**src/rtl/mult_dot_accumulator_if.sv**
```systemverilog
// Handshake and multiplier-side bundle for mult_dot_accumulator.
// The slave modport is the accumulator; the master is its environment.
interface mult_dot_accumulator_if #(
   parameter int WIDTH = 4,
   parameter int ACC_W = 10
);
   logic               in_valid;
   logic               in_ready;
   logic [WIDTH-1:0]   in_a;
   logic [WIDTH-1:0]   in_b;
   logic [WIDTH-1:0]   mul_a;
   logic [WIDTH-1:0]   mul_b;
   logic [2*WIDTH-1:0] mul_y;
   logic               out_valid;
   logic               out_ready;
   logic [ACC_W-1:0]   out_data;

   modport slave (
      input  in_valid, in_a, in_b, mul_y, out_ready,
      output in_ready, mul_a, mul_b, out_valid, out_data
   );

   modport master (
      output in_valid, in_a, in_b, mul_y, out_ready,
      input  in_ready, mul_a, mul_b, out_valid, out_data
   );
endinterface

```
**src/rtl/mult_dot_accumulator.sv**
```systemverilog
// Issue/collect wrapper around a LAT-cycle pipelined multiplier: sums LEN products per result
// into a 2-entry FIFO. Define MULT_DOT_ACC_SAT_EN to saturate the sum instead of wrapping.
module mult_dot_accumulator #(
   parameter int WIDTH = 4,
   parameter int LEN   = 4,
   parameter int LAT   = 3,
   parameter int ACC_W = 10
) (
   input  logic                 clk,
   input  logic                 rst_n,
   mult_dot_accumulator_if.slave bus
);
   localparam int CNT_W  = (LEN > 1) ? $clog2(LEN) : 1;
   localparam int PEND_W = $clog2(LAT + 3);
   localparam logic [CNT_W-1:0] CNT_LAST = CNT_W'(LEN - 1);

   logic [CNT_W-1:0]  icnt_r;
   logic [LAT-1:0]    tag_v_r;
   logic [LAT-1:0]    tag_l_r;
   logic [ACC_W-1:0]  acc_r;
   logic [ACC_W-1:0]  head_r;
   logic [ACC_W-1:0]  tail_r;
   logic [1:0]        occ_r;
   logic              accept_s;
   logic              last_issue_s;
   logic              tap_v_s;
   logic              tap_l_s;
   logic              push_s;
   logic              pop_s;
   logic [PEND_W-1:0] pending_s;
   logic [ACC_W-1:0]  sum_s;

   function automatic logic [ACC_W-1:0] acc_add(input logic [ACC_W-1:0] a,
                                                input logic [2*WIDTH-1:0] y);
`ifdef MULT_DOT_ACC_SAT_EN
      logic [ACC_W:0] s;
      s = {1'b0, a} + (ACC_W+1)'(y);
      acc_add = s[ACC_W] ? {ACC_W{1'b1}} : s[ACC_W-1:0];
`else
      acc_add = a + ACC_W'(y);
`endif
   endfunction

   // Credits: FIFO entries plus vectors whose last product is still in flight
   always_comb begin
      pending_s = PEND_W'(occ_r);
      for (int i = 0; i < LAT; i++) begin
         pending_s = pending_s + PEND_W'(tag_l_r[i]);
      end
   end

   assign bus.in_ready  = !((icnt_r == CNT_LAST) && (pending_s == PEND_W'(2'd2)));
   assign accept_s      = bus.in_valid & bus.in_ready;
   assign last_issue_s  = accept_s & (icnt_r == CNT_LAST);
   assign bus.mul_a     = accept_s ? bus.in_a : '0;
   assign bus.mul_b     = accept_s ? bus.in_b : '0;
   assign tap_v_s       = tag_v_r[LAT-1];
   assign tap_l_s       = tag_l_r[LAT-1];
   assign sum_s         = acc_add(acc_r, bus.mul_y);
   assign push_s        = tap_v_s & tap_l_s;
   assign pop_s         = (occ_r != 2'd0) & bus.out_ready;
   assign bus.out_valid = (occ_r != 2'd0);
   assign bus.out_data  = head_r;

   // Issue counter, product tag pipe and running sum
   always_ff @(posedge clk or negedge rst_n) begin
      if (!rst_n) begin
         icnt_r  <= '0;
         tag_v_r <= '0;
         tag_l_r <= '0;
         acc_r   <= '0;
      end else begin
         if (accept_s) begin
            icnt_r <= (icnt_r == CNT_LAST) ? '0 : icnt_r + CNT_W'(1'b1);
         end
         tag_v_r[0] <= accept_s;
         tag_l_r[0] <= last_issue_s;
         for (int i = 1; i < LAT; i++) begin
            tag_v_r[i] <= tag_v_r[i-1];
            tag_l_r[i] <= tag_l_r[i-1];
         end
         if (tap_v_s) begin
            acc_r <= tap_l_s ? '0 : sum_s;
         end
      end
   end

   // Two-entry result FIFO; head_r is always the oldest entry
   always_ff @(posedge clk or negedge rst_n) begin
      if (!rst_n) begin
         occ_r  <= 2'd0;
         head_r <= '0;
         tail_r <= '0;
      end else begin
         case ({push_s, pop_s})
            2'b10: begin
               if (occ_r == 2'd0) begin
                  head_r <= sum_s;
               end else begin
                  tail_r <= sum_s;
               end
               occ_r <= occ_r + 2'd1;
            end
            2'b01: begin
               head_r <= tail_r;
               occ_r  <= occ_r - 2'd1;
            end
            2'b11: begin
               if (occ_r == 2'd1) begin
                  head_r <= sum_s;
               end else begin
                  head_r <= tail_r;
                  tail_r <= sum_s;
               end
            end
            default: begin
               occ_r <= occ_r;
            end
         endcase
      end
   end

   mult_dot_accumulator_chk u_chk (
      .clk  (clk),
      .rst_n(rst_n),
      .push (push_s),
      .full (occ_r == 2'd2)
   );
endmodule

// Credit logic must never let a result arrive at a full FIFO.
module mult_dot_accumulator_chk (
   input logic clk,
   input logic rst_n,
   input logic push,
   input logic full
);
   a_no_push_when_full: assert property (@(posedge clk) disable iff (!rst_n) !(push && full));
endmodule
```
**src/flat_wrapper.sv**
```systemverilog
// flat-port wrapper written by rule: the top's interface ports become plain ports
module mult_dot_accumulator_flat 
#(
   parameter int WIDTH = 4,
   parameter int LEN   = 4,
   parameter int LAT   = 3,
   parameter int ACC_W = 10
)
  (clk, rst_n, bus_in_valid, bus_in_a, bus_in_b, bus_mul_y, bus_out_ready, bus_in_ready, bus_mul_a, bus_mul_b, bus_out_valid, bus_out_data);
  mult_dot_accumulator_if #(.WIDTH(WIDTH), .ACC_W(ACC_W)) bus_i ();
  input  logic clk;
  input  logic rst_n;
  input wire logic [$bits(bus_i.in_valid)-1:0] bus_in_valid;
  input wire logic [$bits(bus_i.in_a)-1:0] bus_in_a;
  input wire logic [$bits(bus_i.in_b)-1:0] bus_in_b;
  input wire logic [$bits(bus_i.mul_y)-1:0] bus_mul_y;
  input wire logic [$bits(bus_i.out_ready)-1:0] bus_out_ready;
  output wire logic [$bits(bus_i.in_ready)-1:0] bus_in_ready;
  output wire logic [$bits(bus_i.mul_a)-1:0] bus_mul_a;
  output wire logic [$bits(bus_i.mul_b)-1:0] bus_mul_b;
  output wire logic [$bits(bus_i.out_valid)-1:0] bus_out_valid;
  output wire logic [$bits(bus_i.out_data)-1:0] bus_out_data;
  assign bus_i.in_valid = bus_in_valid;
  assign bus_i.in_a = bus_in_a;
  assign bus_i.in_b = bus_in_b;
  assign bus_i.mul_y = bus_mul_y;
  assign bus_i.out_ready = bus_out_ready;
  assign bus_in_ready = bus_i.in_ready;
  assign bus_mul_a = bus_i.mul_a;
  assign bus_mul_b = bus_i.mul_b;
  assign bus_out_valid = bus_i.out_valid;
  assign bus_out_data = bus_i.out_data;
  mult_dot_accumulator #(.WIDTH(WIDTH), .LEN(LEN), .LAT(LAT), .ACC_W(ACC_W)) u_core (.clk(clk), .rst_n(rst_n), .bus(bus_i));
endmodule
```
**config.mk**
```make
export PLATFORM = sky130hd
export DESIGN_NAME = mult_dot_accumulator_flat
export DESIGN_NICKNAME = d
export VERILOG_FILES = /design/src/rtl/mult_dot_accumulator_if.sv /design/src/rtl/mult_dot_accumulator.sv /design/src/flat_wrapper.sv
export SDC_FILE = /design/constraint.sdc
export NUM_CORES = 1
export LEC_CHECK = 0
export BUFFER_PORTS_ARGS = -buffer_cell sky130_fd_sc_hd__buf_2
export CORE_UTILIZATION = 25
export DETAILED_ROUTE_END_ITERATION = 7
export HOLD_SLACK_MARGIN = 0.03
export PLACE_DENSITY = 0.52
export SLEW_MARGIN = 20
export SYNTH_ARGS = -nofsm -noshare
export SYNTH_HDL_FRONTEND = slang
export SYNTH_SLANG_ARGS = --single-unit
```
**constraint.sdc**
```tcl
create_clock -name clk -period 2.8 [get_ports clk]
set_clock_uncertainty 0.05 [all_clocks]
set_input_delay 0.14 -clock clk [delete_from_list [all_inputs] [get_ports clk]]
set_output_delay 0.14 -clock clk [all_outputs]
set_load 0.1 [all_outputs]
```
# ---- Word level (Yosys, flattened, before mapping)
# Cells that the tools add are included.
dict set report word_totals {
  wordCells 47
  register_bits 40
  output_inout_bits 20
}
dict set report classes {
  n_reduce_logical 9
  addsub 7
  n_eq_ne 9
  n_bitwise 4
  muxes 11
}
# cell n
set op_table {}
lappend op_table {{$mux W10} 5}
lappend op_table {{$pmux W10 S3} 1}
lappend op_table {{$pmux W10 S2} 1}
lappend op_table {{$add A10 B8 Y10} 1}
lappend op_table {{$mux W4} 2}
lappend op_table {{$add A3 B1 Y3} 2}
lappend op_table {{$eq A2 B2 Y1 const B} 3}
lappend op_table {{$reduce_bool A2 Y1} 3}
lappend op_table {{$add A2 B1 Y2 const B} 2}
lappend op_table {{$and A1 B1 Y1} 4}
lappend op_table {{$eq A2 B1 Y1 const B} 2}
lappend op_table {{$ne A2 B2 Y1 const B} 2}
lappend op_table {{$pmux W2 S2} 1}
lappend op_table {{$add A2 B1 Y3} 1}
lappend op_table {{$eq A3 B2 Y1 const B} 1}
lappend op_table {{$reduce_and A3 Y1} 1}
lappend op_table {{$reduce_bool A3 Y1} 1}
lappend op_table {{$logic_not A2 Y1} 1}
lappend op_table {{$mux W2} 1}
lappend op_table {{$ne A2 B1 Y1 const B} 1}
lappend op_table {{$reduce_and A2 Y1} 1}
lappend op_table {{$sub A2 B1 Y2 const B} 1}
lappend op_table {{$logic_and A1 B1 Y1} 1}
lappend op_table {{$logic_not A1 Y1} 1}

# ---- Longest topological paths before layout
dict set report logic_depth {
  word_depth 8
  mapped_depth 11
  mapped_depth_nobuf 10
}

# ---- Worst setup path after synthesis
# No wires, ideal clock.
dict set report synth_path {
  path_type {register -> output}
  startpoint {reg u_core.occ_r[0]}
  endpoint {out bus_mul_a[0]}
  arrival_ps 3599
  path_buffers 1
  setup_slack_ps -989
  stages_incl_launch_ff 9
  path_cell_list {dfrtp_1 > fa_1 > ha_1 > inv_1 > fa_1 > nor2_1 > nand3_1 > clkbuf_1 > and3_1}
}
dict set report synth_via {
  elab_chain_cells 8
}
# element line
set synth_rtl {}
lappend synth_rtl {{start: declaration} mult_dot_accumulator.sv:23} ;# logic [1:0] occ_r;
lappend synth_rtl {{start signal: assignment} mult_dot_accumulator.sv:102} ;# occ_r <= occ_r + 2'd1;
lappend synth_rtl {{start signal: assignment} mult_dot_accumulator.sv:106} ;# occ_r <= occ_r - 2'd1;
lappend synth_rtl {{start signal: assignment} mult_dot_accumulator.sv:117} ;# occ_r <= occ_r;
lappend synth_rtl {{$add A2 B1 Y3} mult_dot_accumulator.sv:48} ;# pending_s = pending_s + PEND_W'(tag_l_r[i]);
lappend synth_rtl {{$add A3 B1 Y3 (2 in series)} mult_dot_accumulator.sv:48}
lappend synth_rtl {{$eq A3 B2 Y1} mult_dot_accumulator.sv:52} ;# assign bus.in_ready = !((icnt_r == CNT_LAST) && (pending_s == PEND_W'(2'd2)));
lappend synth_rtl {{$logic_and A1 B1 Y1} mult_dot_accumulator.sv:52}
lappend synth_rtl {{$logic_not A1 Y1} mult_dot_accumulator.sv:52}
lappend synth_rtl {{via bus_in_ready} flat_wrapper.sv:18} ;# output wire logic [$bits(bus_i.in_ready)-1:0] bus_in_ready;
lappend synth_rtl {{$and A1 B1 Y1} mult_dot_accumulator.sv:53} ;# assign accept_s = bus.in_valid & bus.in_ready;
lappend synth_rtl {{$mux W4} mult_dot_accumulator.sv:55} ;# assign bus.mul_a = accept_s ? bus.in_a : '0;
lappend synth_rtl {{end: declaration} flat_wrapper.sv:19} ;# output wire logic [$bits(bus_i.mul_a)-1:0] bus_mul_a;
# The timed path passes the listed nets, and every way through them passes these cells.

# ---- Worst setup path in the final report
dict set report layout_path {
  startpoint {reg u_core.occ_r[0]}
  endpoint {out bus_mul_b[1]}
}
dict set report layout_via {
  elab_chain_cells 8
}
# element line
set layout_rtl {}
lappend layout_rtl {{$add A2 B1 Y3} mult_dot_accumulator.sv:48}
lappend layout_rtl {{$add A3 B1 Y3 (2 in series)} mult_dot_accumulator.sv:48}
lappend layout_rtl {{$eq A3 B2 Y1} mult_dot_accumulator.sv:52}
lappend layout_rtl {{$logic_and A1 B1 Y1} mult_dot_accumulator.sv:52}
lappend layout_rtl {{$logic_not A1 Y1} mult_dot_accumulator.sv:52}
lappend layout_rtl {{$and A1 B1 Y1} mult_dot_accumulator.sv:53}
lappend layout_rtl {{$mux W4} mult_dot_accumulator.sv:56} ;# assign bus.mul_b = accept_s ? bus.in_b : '0;
lappend layout_rtl {{end: declaration} flat_wrapper.sv:20} ;# output wire logic [$bits(bus_i.mul_b)-1:0] bus_mul_b;
# No other way between the ends.

==> flow_summary.yaml <==
outcome:
  status: "completed"
timing:
  finalSetupViolations: 0
  max_freq_mhz: 365
  rsz0062_at_grt: "true"
  setup_ws_ns: 0.0631
  period_minus_slack_ns: 2.74
  maxSlewHeadroom: 0.386
  worst_pin_slew_ns: 0.915
  hold_viol_final: 0
  maxSlewViolCount: 0
  period_share: 0.977
worst_setup_path:
  rr_startpoint: "u_core.occ_r[0]"
  rr_worst_depth: 8
  crit_chain: "fa_1 > ha_1 > inv_1 > fa_1 > nor2_1 > nand3_1 > buf_6 > and3_4 > buf_12"
  critical_path.most_common_cell: "fa_1"
  worstSetupStartpoint: "u_core.occ_r[0]"
  crit_path_end_kind: "primary output"
  arrival_ns: 2.55
  cp_top_family: "adder cells"
  rr_endpoint: "u_core.tail_r[0]"
  required_ns: 2.61
  crit_path_start_kind: "flip-flop"
  slowest_delay_ns: 0.54
  crit_slowest_cell: "fa_1"
  crit_fanout: 9
  ff2ff_setup_slack_ns: 0.24
  crit_buf_inv: 3
  crit_type: "flip-flop to primary output"
logic_synthesis:
  synth_edf_count: 0
  syn_nets: 275
  netlist_area_sq_um: 2280
  async_flop_share: 1.00
  syn_inst: 237
  yosysUniqueCellTypes: 49
  syn_area_per_cell_sq_um: 9.62
  ys.flop_type: "dfrtp_1"
  ys_warn_count: 0
  yosysSeqAreaShare: 0.439
  synth_seq_cells: 40
cells_and_area:
  area_growth_pct: 28.0
  fin_area_sq_um: 2920
  nNetsFinal: 322
  drive_above_1_share: 0.249
  fill_cells: 922
  seq_area_sq_um: 1000
  final_common_cell: "dfrtp_1"
  instances_no_fill: 393
  diodes: 0
  mostFrequentLayoutCells: "dfrtp_1, buf_2, nand2_1"
  multiInputGateArea_sq_um: 1220
placement:
  dpl.hpwl_um: 3980
  numPortBuffers: 39
  place_ws_ns: 0.265
  gp_congestion: 0.756
  placed_cell_area_sq_um: 2790
  dp_cells: 381
floorplan:
  std_cell_rows: 34
  io_pins: 40
  die_y_um: 97.5
  die_w_um: 97.5
  initial_utilization: 0.260
  core_area_sq_um: 8760
  die_area_sq_um: 9510
clock_network:
  cts_sinks: 40
  cts_tree: "done"
  htree_num_levels: 2
  clockBufferDepth: 2
  clock-root-buffer: "clkbuf_8"
  clk_latency_ns: 0.29
  path_clk_slew_ns: 0.08
  cts_buffers: 5
job:
  drv_cap: 0
detailed_routing:
  final_antenna_net_count: 0
  drtIter0Drc: 65
  wirelength_um: 5080
  first_pass_iters: 4
  drcViolationCount: 0
  viasPerCell: 4.64
  wl_per_cell_um: 12.9
  vias: 1825
hold_path:
  hold_depth: 2
  worstHoldStart: "bus_in_valid"
  hold_class: "primary input to flip-flop"
  min_to: "u_core.tag_l_r[0]"
grt:
  grt-ovfl-total: 0
  grt_pass1_vias: 1764
  grt_usage: 0.110
  grt_pass1_wl_um: 8430
  grt_max_degree: 41
  antenna_found_initial: 0
[sequential cells by signal, summed over array words and instances, names as in the netlist]
| name | count |
|---|---|
| u_core.icnt_r | 2 |
| u_core.acc_r | 10 |
| u_core.tag_l_r | 3 |
| u_core.tag_v_r | 3 |
| u_core.occ_r | 2 |
| u_core.tail_r | 10 |
| u_core.bus.out_data | 10 |
[area by class of cell]
class                   count  share of cell area
clock inverters             1             0.00257
flip-flops and latches     40               0.343
well taps                 108              0.0463
repair buffers             48               0.138
multi-input cells         171               0.417
inverters                  18              0.0231
clock buffers               7              0.0296
[cell families (layout without fill, tap and decap cells)]
group / count (synthesis) / in the layout / share of synthesized area
buf+inv: 26 / 74 / 0.0450
mux: 4 / 4 / 0.0192
simple gates: 74 / 74 / 0.156
fa+ha+maj: 18 / 18 / 0.109
compound gates: 70 / 70 / 0.213
xor+xnor: 5 / 5 / 0.0192
flops: 40 / 40 / 0.439
[through the flow]
step                      utilization  setup TNS, ns  hold slack [ns]
after floorplan                     -              0           -0.206
after global placement          0.318              0            0.277
after detailed placement        0.318              0            0.275
after CTS                       0.331              0            0.173
after global routing            0.333         -0.728            0.185
final                           0.333              0            0.174
[routing by layer]
metal,vias up,share of wire,track usage
li1,933,-,-
met1,857,0.45,0.136
met2,32,0.50,0.190
met3,3,0.041,0.0281
met4,0,0.0047,0.0271
met5,-,0,0
[worst max path at each step]
stage                        end  slack [ns]  cells after the start
global placement    bus_mul_b[2]        0.28                      9
detailed placement  bus_mul_b[2]        0.26                      9
floorplan           bus_mul_a[0]         0.1                      8
global route        bus_mul_b[1]       -0.09                      9
finish              bus_mul_b[1]        0.06                      9
CTS                 bus_mul_b[2]        0.01                      9
[synth_stat cells (2+ instances only)]
master	instances	area (sq um)
o2bb2ai_1	3	26.3
o21ai_1	7	35.0
ha_1	15	188
mux2_2	3	33.8
nand2_1	27	101
nand3_1	3	15.0
inv_1	17	63.8
nand2b_1	3	18.8
nor2_1	18	67.6
o21ai_0	11	55.1
clkbuf_1	4	15.0
xnor2_1	4	35.0
o31a_1	2	17.5
and2_1	2	12.5
or3_1	2	12.5
fa_1	3	60.1
a21oi_1	14	70.1
dfrtp_1	40	1000
o32ai_1	4	35.0
o31ai_1	4	30.0
nand3b_1	2	15.0
o21a_1	3	22.5
a22oi_1	2	15.0
a21o_1	2	15.0
and3_1	9	56.3
a211oi_1	4	30.0
o211ai_1	4	30.0
buf_2	4	20.0
[what timing repair did]
item	in CTS	in global routing
hold endpoints to repair	40	0
pin swaps	1	3
buffers inserted	1	2
gates resized for setup	1	0
endpoints found under the setup margin	8	10
hold buffers	1	0
[worst reg2reg max path, delay by kind of cell, from the launching register on]
family          cells  cell delay, ns
compound gates      1            0.65
fa+ha+maj           2            0.44
flops               1            0.40
mux                 1            0.40
buf+inv             3            0.32
simple gates        1            0.19
Power is left out: the tool's default activity adds up to more than one toggle a clock period on the data nets, which glitch-free logic cannot reach.
